==> config.mk <==
export PLATFORM = sky130hd
export DESIGN_NAME = core_sequencer
export DESIGN_NICKNAME = d
export VERILOG_FILES = /design/src/rtl/core_sequencer.sv
export SDC_FILE = /design/constraint.sdc
export NUM_CORES = 1
export LEC_CHECK = 0
export ABC_AREA = 0
export CORE_ASPECT_RATIO = 0.6
export CORE_MARGIN = 2
export CORE_UTILIZATION = 36
export CTS_BUF_LIST = sky130_fd_sc_hd__clkbuf_16
export CTS_CLUSTER_SIZE = 12
export DETAILED_ROUTE_END_ITERATION = 8
export GPL_TIMING_DRIVEN = 0
export HOLD_SLACK_MARGIN = 0.15
export PLACE_DENSITY = 0.76
export RECOVER_POWER = 100
export SLEW_MARGIN = 40
export SYNTH_ARGS = -nofsm -noshare
export SYNTH_HDL_FRONTEND = slang
export SYNTH_SLANG_ARGS = --single-unit
==> constraint.sdc <==
create_clock -name clk -period 1.9 [get_ports clk]
set_clock_uncertainty 0.1 [all_clocks]
set_input_delay 0.38 -clock clk [delete_from_list [all_inputs] [get_ports clk]]
set_output_delay 0.38 -clock clk [all_outputs]
set_load 0.01 [all_outputs]
==> src/rtl/core_sequencer.sv <==
// Multi-cycle sequencer for the RV32I core: PC/instruction ownership, fetch and data handshakes, WB commit gating.
// Optional bus wait timeout enabled by defining SEQ_BUS_TIMEOUT_EN.
module core_sequencer #(
    parameter logic [31:0] RESET_PC       = 32'h0000_0000,
    parameter logic [31:0] NOP_INSTR      = 32'h0000_0013,
    parameter int unsigned TIMEOUT_CYCLES = 255
) (
    input  logic        clk,
    input  logic        rst,
    output logic        imem_req_out,
    output logic [31:0] imem_addr_out,
    input  logic        imem_ack_in,
    input  logic [31:0] imem_rdata_in,
    output logic [31:0] instr_out,
    output logic [31:0] pc_out,
    input  logic [31:0] pc_next_in,
    input  logic        dmem_rd_en_in,
    input  logic        dmem_wr_en_in,
    output logic        dmem_req_out,
    output logic        dmem_we_out,
    input  logic        dmem_ack_in,
    input  logic [31:0] dmem_rdata_in,
    output logic [31:0] dmem_rd_data_out,
    input  logic        reg_wr_en_in,
    output logic        reg_wr_en_out,
    input  logic        halt_in,
    output logic        halted_out,
    output logic [31:0] instret_out,
    output logic        bus_err_out
);

    typedef enum logic [2:0] {
        BOOT  = 3'd0,
        FETCH = 3'd1,
        EXEC  = 3'd2,
        MEM   = 3'd3,
        WB    = 3'd4,
        HALT  = 3'd5
    } state_t;

    state_t state, state_next;
    logic   timeout_hit;

`ifdef SEQ_BUS_TIMEOUT_EN
    logic [31:0] wait_cnt;
    logic        bus_err_q;

    // Counter restarts on every state change, so each FETCH/MEM visit gets a fresh budget.
    always_ff @(posedge clk) begin
        if (rst) begin
            wait_cnt  <= '0;
            bus_err_q <= 1'b0;
        end else begin
            if (state_next != state)
                wait_cnt <= '0;
            else if ((state == FETCH && !imem_ack_in) || (state == MEM && !dmem_ack_in))
                wait_cnt <= wait_cnt + 32'd1;
            if (timeout_hit)
                bus_err_q <= 1'b1;
        end
    end

    always_comb begin
        timeout_hit = 1'b0;
        if ((state == FETCH && !imem_ack_in) || (state == MEM && !dmem_ack_in))
            timeout_hit = (wait_cnt == 32'(TIMEOUT_CYCLES - 1));
    end

    assign bus_err_out = bus_err_q;
`else
    assign timeout_hit = 1'b0;
    assign bus_err_out = 1'b0;
`endif

    always_comb begin
        state_next = state;
        case (state)
            BOOT:  state_next = FETCH;
            FETCH: if (imem_ack_in) state_next = EXEC;
            EXEC: begin
                if (halt_in)
                    state_next = HALT;
                else if (dmem_rd_en_in || dmem_wr_en_in)
                    state_next = MEM;
                else
                    state_next = WB;
            end
            MEM:   if (dmem_ack_in) state_next = WB;
            WB:    state_next = FETCH;
            HALT:  state_next = HALT;
            default: state_next = BOOT;
        endcase
        if (timeout_hit)
            state_next = HALT;
    end

    always_ff @(posedge clk) begin
        if (rst) begin
            state            <= BOOT;
            pc_out           <= RESET_PC;
            instr_out        <= NOP_INSTR;
            dmem_rd_data_out <= '0;
            instret_out      <= '0;
        end else begin
            state <= state_next;
            if (state == FETCH && imem_ack_in)
                instr_out <= imem_rdata_in;
            if (state == MEM && dmem_ack_in && !dmem_wr_en_in)
                dmem_rd_data_out <= dmem_rdata_in;
            if (state == WB) begin
                pc_out      <= pc_next_in;
                instret_out <= instret_out + 32'd1;
            end
        end
    end

    // Requests are gated by rst so an aborted handshake drops in the reset cycle itself.
    assign imem_req_out  = (state == FETCH) && !rst;
    assign dmem_req_out  = (state == MEM) && !rst;
    assign dmem_we_out   = dmem_req_out && dmem_wr_en_in;
    assign imem_addr_out = pc_out;
    assign reg_wr_en_out = (state == WB) && reg_wr_en_in;
    assign halted_out    = (state == HALT);

endmodule
==> impl_metrics.toml, run 1 <==
[flow_run]
maxCapViolations = 0

[timing]
setup_slack_ns = -0.135
tightest_slew_ns = 0.733
clock.fmax_mhz = 491
finalSetupViolations = 12
rsz0062_at_grt = "yes"
slew_viol_final = 0
period_share = 1.07
hold_viol_final = 0
tns_ns = -0.733
fin_crit_ns = 2.03
slew_headroom = 0.511

[synth]
async_flop_share = 0
yosys_warnings = 0
synth-main-ff-cell = "dfxtp_1"
synth_nets = 773
ys_types = 43
synth_area_leader_cell = "dfxtp_1"
yosys-top-cells-area = "dfxtp_1 (49%), nand2_1 (15%), a21oi_1 (11%)"
yosysSeqAreaShare = 0.492
ys_ff_latch = 131
synth_common_cells = "nand2_1 (211), dfxtp_1 (131), a21oi_1 (114)"
netlist.area_leader.share = 0.492
syn_area_sq_mm = 0.00534
yosysMostFrequentCell = "nand2_1"
syn_inst = 668
post_synth.cell_area_avg_sq_um = 7.99
synth_edf_count = 0

[worst_hold_path]
holdPathStages = 2
hp-class = "flip-flop to flip-flop"

[cells_and_area]
drive_gt1_frac = 0.197
multi_input_area_sq_mm = 0.00250
syn_to_final_growth_pct = 75.0
seq_area_sq_mm = 0.00267
final_cell_count_no_fill = 1187
nFillCells = 1255
layout.nets = 1081
antennaDiodeCount = 0

[global_route]
overflow = 0
grt_max_degree = 17
grt_usage = 0.225
antenna_found_initial = 0
grt_pass1_wl_microns = 28200
grt_pass1_vias = 5411

[worst_setup_path]
cp_data_required_time_ns = 1.42
cp.arrival_ns = 1.55
reg2reg_depth = 7
critPathMaxFanout = 10
crit_path_end_kind = "output pin"
cp-start-kind = "flip-flop"
worst-setup-path-type = "flip-flop to output pin"

[clock_network]
path_clk_slew_ns = 0.06
cts_tree = "built"
numCtsBuffers = 17
cts_buffer_depth = 2
clk_latency_ns = 0.41
clock_sinks = 131
hold_buffers = 0
cts-root-buf = "clkbuf_16"
ctsHtreeMaxLevel = 4

[power_and_ir_drop]
vdd_ir_drop_max_v = 0.000440
power.leakage_nw = 3.58
p_per_area_mw_per_mm2 = 705

[detailed_routing]
routed_wl_microns = 18400
routedWlPerCell_microns = 15.5
via_per_inst = 4.85
drc = 0
postRouteAntennaNets = 0
via_count = 5759
drt_iter0_drc = 295
first_pass_iters = 4

[outcome]
outcome = "finished, violations left"
violations = "negative setup slack"

[floorplanning]
dieArea_sq_mm = 0.0158
io_pins = 270
rows = 34
start_util = 0.368
coreArea_sq_mm = 0.0145
die_h_microns = 98.3
die_x_microns = 161

[placement]
port_buffers = 267
post-dp-hpwl_microns = 13600
dp_cells = 1133
gp_congestion = 0.823
==> layout by cell type, fill, tap and decap left out, drive strengths merged, types with 2 or more instances in the layout <==
| cell | instances |
|---|---|
| o21ai | 6 |
| buf | 75 |
| and4 | 5 |
| clkinv | 5 |
| dlygate4sd2 | 17 |
| xnor2 | 3 |
| nand3b | 3 |
| nor3 | 5 |
| a21oi | 114 |
| inv | 9 |
| nor3b | 2 |
| dlymetal6s2s | 9 |
| o31ai | 15 |
| nand3 | 12 |
| nand4 | 13 |
| and2 | 4 |
| nand2 | 211 |
| clkbuf | 43 |
| nor2 | 15 |
| clkdlybuf4s50 | 235 |
| nor4 | 4 |
| clkinvlp | 4 |
| or3 | 7 |
| and3 | 4 |
| dfxtp | 131 |
| or4 | 15 |
| xor2 | 6 |
==> where the power goes <==
group	leakage (nW)	total, mW	internal [mW]	switching (mW)
logic	2.23	0.652	0.384	0.268
clock network	0.265	3.10	1.81	1.29
registers	1.08	2.84	2.80	0.0336
==> final cells by class <==
| type | count | area share |
|---|---|---|
| Timing Repair Buffer | 294 | 0.309 |
| Tap cell | 198 | 0.0265 |
| Sequential cell | 131 | 0.286 |
| Multi-Input combinational cell | 458 | 0.268 |
| Clock inverter | 15 | 0.0143 |
| Buffer | 70 | 0.0485 |
| Inverter | 4 | 0.00161 |
| Clock buffer | 17 | 0.0456 |
==> worst max-delay path, stage by stage, from the launching register on <==
cell and delay (ns):
dfxtp_4 0.35, buf_8 0.14, nor3b_4 0.25, clkbuf_8 0.19, and2_4 0.13, buf_6 0.09
==> layer usage <==
layer  global-route usage  wire, microns  share of wire
met1                0.297           8200           0.45
met3               0.0854           1800          0.098
met4               0.0543            182         0.0099
met2                0.351           8240           0.45
met5                    0              0              0
==> logic make-up (layout without fill, tap and decap cells) <==
logic type	count (synthesis)	in the layout	share of synthesized area
multiplexers	2	2	0.00399
flip-flops	131	131	0.492
AND/OR/NAND/NOR	303	304	0.259
XOR/XNOR	9	9	0.0148
other	1	1	0.000703
AO/OA/AOI/OAI	141	141	0.144
adder cells (fa/ha/maj)	1	1	0.00234
buffers and inverters	80	400	0.0835
==> what timing repair did <==
action,CTS,global route
gates cloned,0,2
gates resized for setup,69,108
setup buffers,9,17
setup endpoints to repair,137,129
pin swaps,8,12
==> state kept, by name, indices dropped and copies added, names as in the netlist <==
signal and cells:
imem_addr_out 32, instr_out 32, state 3, instret_out 32
dmem_rd_data_out 32
==> through the flow <==
step	hold WS (ns)	power [mW]	setup slack (ns)	utilization	instance area, sq um
CTS	0.351	6.63	-0.201	0.616	8940
finish	0.352	6.59	-0.135	0.644	9340
detailed placement	0.348	3.52	-0.829	0.570	8260
global placement	0.341	3.51	-0.821	0.570	8260
floorplan	0.381	3.11	0.0521	-	5340
global route	0.370	6.83	-0.182	0.644	9340
==> final timing paths <==
| path | from | to | slack, ns |
|---|---|---|---|
| worst max-delay path | state[1]$_SDFFE_PP0P_ | reg_wr_en_out | -0.13 |
| worst min-delay path | instr_out[19]$_SDFFE_PP0P_ | instr_out[19]$_SDFFE_PP0P_ | 0.35 |
| worst max register to register | state[1]$_SDFFE_PP0P_ | instret_out[12]$_SDFFE_PP0N_ | -0.11 |
| worst min register to register | instr_out[19]$_SDFFE_PP0P_ | instr_out[19]$_SDFFE_PP0P_ | 0.35 |
No activity file was read; power rests on OpenSTA's default activity.
==> inputs of run 2 (changes only) <==
--- a/config.mk
+++ b/config.mk
@@ -6,6 +6,7 @@
 export NUM_CORES = 1
 export LEC_CHECK = 0
 export ABC_AREA = 0
+export CAP_MARGIN = 0
 export CORE_ASPECT_RATIO = 0.6
 export CORE_MARGIN = 2
 export CORE_UTILIZATION = 36
==> results of run 2 <==
Same layout as run 1: the final DEF is identical, and so are final timing and power.
==> inputs of run 3 (changes only) <==
--- a/config.mk
+++ b/config.mk
@@ -9,13 +9,13 @@
 export CAP_MARGIN = 0
 export CORE_ASPECT_RATIO = 0.6
 export CORE_MARGIN = 2
-export CORE_UTILIZATION = 36
+export CORE_UTILIZATION = 43
 export CTS_BUF_LIST = sky130_fd_sc_hd__clkbuf_16
 export CTS_CLUSTER_SIZE = 12
 export DETAILED_ROUTE_END_ITERATION = 8
 export GPL_TIMING_DRIVEN = 0
 export HOLD_SLACK_MARGIN = 0.15
-export PLACE_DENSITY = 0.76
+export PLACE_DENSITY = 0.85
 export RECOVER_POWER = 100
 export SLEW_MARGIN = 40
 export SYNTH_ARGS = -nofsm -noshare
==> constraint.sdc (replaced) <==
create_clock -name clk -period 2.5 [get_ports clk]
set_clock_uncertainty 0.1 [all_clocks]
set_input_delay 0.5 -clock clk [delete_from_list [all_inputs] [get_ports clk]]
set_output_delay 0.5 -clock clk [all_outputs]
set_load 0.01 [all_outputs]
==> impl_metrics.toml, run 3 (synthesis results as in run 1) <==
[outcome]
outcome = "completed"

[worst_setup_path]
crit_start = "state[0]$_SDFFE_PP0P_"
crit_slowest_cell = "dfxtp_1"
worst-setup-path-type = "flip-flop to output pin"
critPathMaxFanout = 9
cp.arrival_ns = 1.80
cp_data_required_time_ns = 1.90
crit_path_end_kind = "output pin"
cp-start-kind = "flip-flop"
cp_cell_sequence = "buf_6 > buf_4 > nor3b_4 > clkbuf_8 > and2_1 > dlygate4sd2_1"
cpPeakStageDelay_ns = 0.32
rr_startpoint = "instret_out[11]$_SDFFE_PP0N_"

[floorplanning]
die_x_microns = 148
dieArea_sq_mm = 0.0133
coreArea_sq_mm = 0.0121
rows = 31
io_pins = 270
start_util = 0.442
die_h_microns = 90.3

[placement]
placed_cell_area_sq_mm = 0.00821
post-place-ws_ns = -0.462
port_buffers = 267
gp_congestion = 0.856
post-dp-hpwl_microns = 13400

[timing]
slew_viol_final = 0
finalSetupViolations = 0
clock.fmax_mhz = 417
hold_viol_final = 0
tns_ns = 0
period_share = 0.960
fin_crit_ns = 2.40
rsz0062_at_grt = "yes"
setup_slack_ns = 0.0999
slew_headroom = 0.521
timing.hold.ws_ns = 0.353
tightest_slew_ns = 0.719

[power_and_ir_drop]
vdd_ir_drop_max_v = 0.000501
power.leakage_nw = 3.12
p_per_area_mw_per_mm2 = 566

[global_route]
grt_pass1_vias = 5442
overflow = 0
grt_max_degree = 17
antenna_found_initial = 0
grt_pass1_wl_microns = 27900
grt_usage = 0.264

[cells_and_area]
syn_to_final_growth_pct = 66.3
final_cell_mix = "clkdlybuf4s50_1 (263), nand2_1 (211), dfxtp_1 (129), a21oi_1 (114), buf_4 (38)"
layout_commonest_cell = "clkdlybuf4s50_1"
fin_area_sq_mm = 0.00887
antennaDiodeCount = 0
layout.nets = 1062
drive_gt1_frac = 0.0928
fin_util = 0.735

[detailed_routing]
via_count = 5670
drc = 0
first_pass_iters = 5
postRouteAntennaNets = 0
drt_iter0_drc = 385
via_per_inst = 5.00
routed_wl_microns = 17800
routedWlPerCell_microns = 15.7

[clock_network]
path_clk_slew_ns = 0.06
hold_buffers = 0
clock_sinks = 131
clk_latency_ns = 0.40
cts_tree = "built"
numCtsBuffers = 17
cts_buffer_depth = 2
cts-root-buf = "clkbuf_16"
ctsHtreeMaxLevel = 4

[worst_hold_path]
hold_start = "dmem_rd_data_out[13]$_SDFFE_PP0P_"
hp-class = "flip-flop to flip-flop"

[flow_run]
maxCapViolations = 0
-- run 3: cell types whose count changed in the layout (fill, tap and decap cells not counted), moves of 13 or more --
cell	previous run	this run
dfxtp_1	95	129
buf_4	57	38
dlygate4sd2_1	17	2
clkbuf_1	17	30
clkdlybuf4s50_1	235	263
dfxtp_2	35	2
-- run 3: cell type report --
| cell class | count | area [sq um] |
|---|---|---|
| well taps | 165 | 206 |
| fillers | 924 | 3190 |
| clock buffers | 17 | 425 |
| plain buffers | 75 | 454 |
| inverters | 4 | 15.0 |
| repair buffers | 271 | 2700 |
| clock inverters | 15 | 145 |
| multi-input cells | 457 | 2300 |
| flip-flops and latches | 131 | 2630 |
-- run 3: timing repair --
action / in CTS / in global routing
gates resized for setup: 16 / 5
gates cloned: 0 / 0
buffers inserted: 3 / 1
endpoints found under the setup margin: 4 / 2
pin swaps: 2 / 1
endpoints found under the hold margin: 0 / 0
-- run 3: metal layers --
metal  wire, microns  vias up  global-route usage  share of wire
met5               0        -                   0              0
met4             281        0              0.0745          0.016
met3            1760       22               0.101          0.099
met2            8260      226               0.424           0.46
met1            7520     2597               0.331           0.42
li1                -     2825                   -              -
-- run 3: stage by stage --
stage          power, mW  std cells
2_1_floorplan       2.36        668
3_3_place_gp        2.66       1100
3_5_place_dp        2.67       1100
4_1_cts             5.05       1134
5_1_grt             5.20       1135
6_report            5.02       1135
-- run 3: critical path, delay by kind of cell, from the launching register on --
| kind | cells | cell delay (ns) |
|---|---|---|
| buffers and inverters | 4 | 0.72 |
| AND/OR/NAND/NOR | 2 | 0.36 |
| flip-flops | 1 | 0.32 |
-- run 3: where the power goes --
part | internal, mW | total, mW | switching, mW
Combinational | 0.285 | 0.482 | 0.197
Sequential | 2.13 | 2.16 | 0.0273
Clock | 1.46 | 2.38 | 0.924
-- run 3: path summary, 6_finish.rpt --
| kind | endpoint | slack (ns) | cells after the start |
|---|---|---|---|
| worst max-delay path | reg_wr_en_out | 0.1 | 6 |
| worst min-delay path | dmem_rd_data_out[13]$_SDFFE_PP0P_ | 0.35 | 2 |
| worst max register to register | instret_out[21]$_SDFFE_PP0N_ | 0.44 | 4 |
| worst min register to register | dmem_rd_data_out[13]$_SDFFE_PP0P_ | 0.35 | 2 |
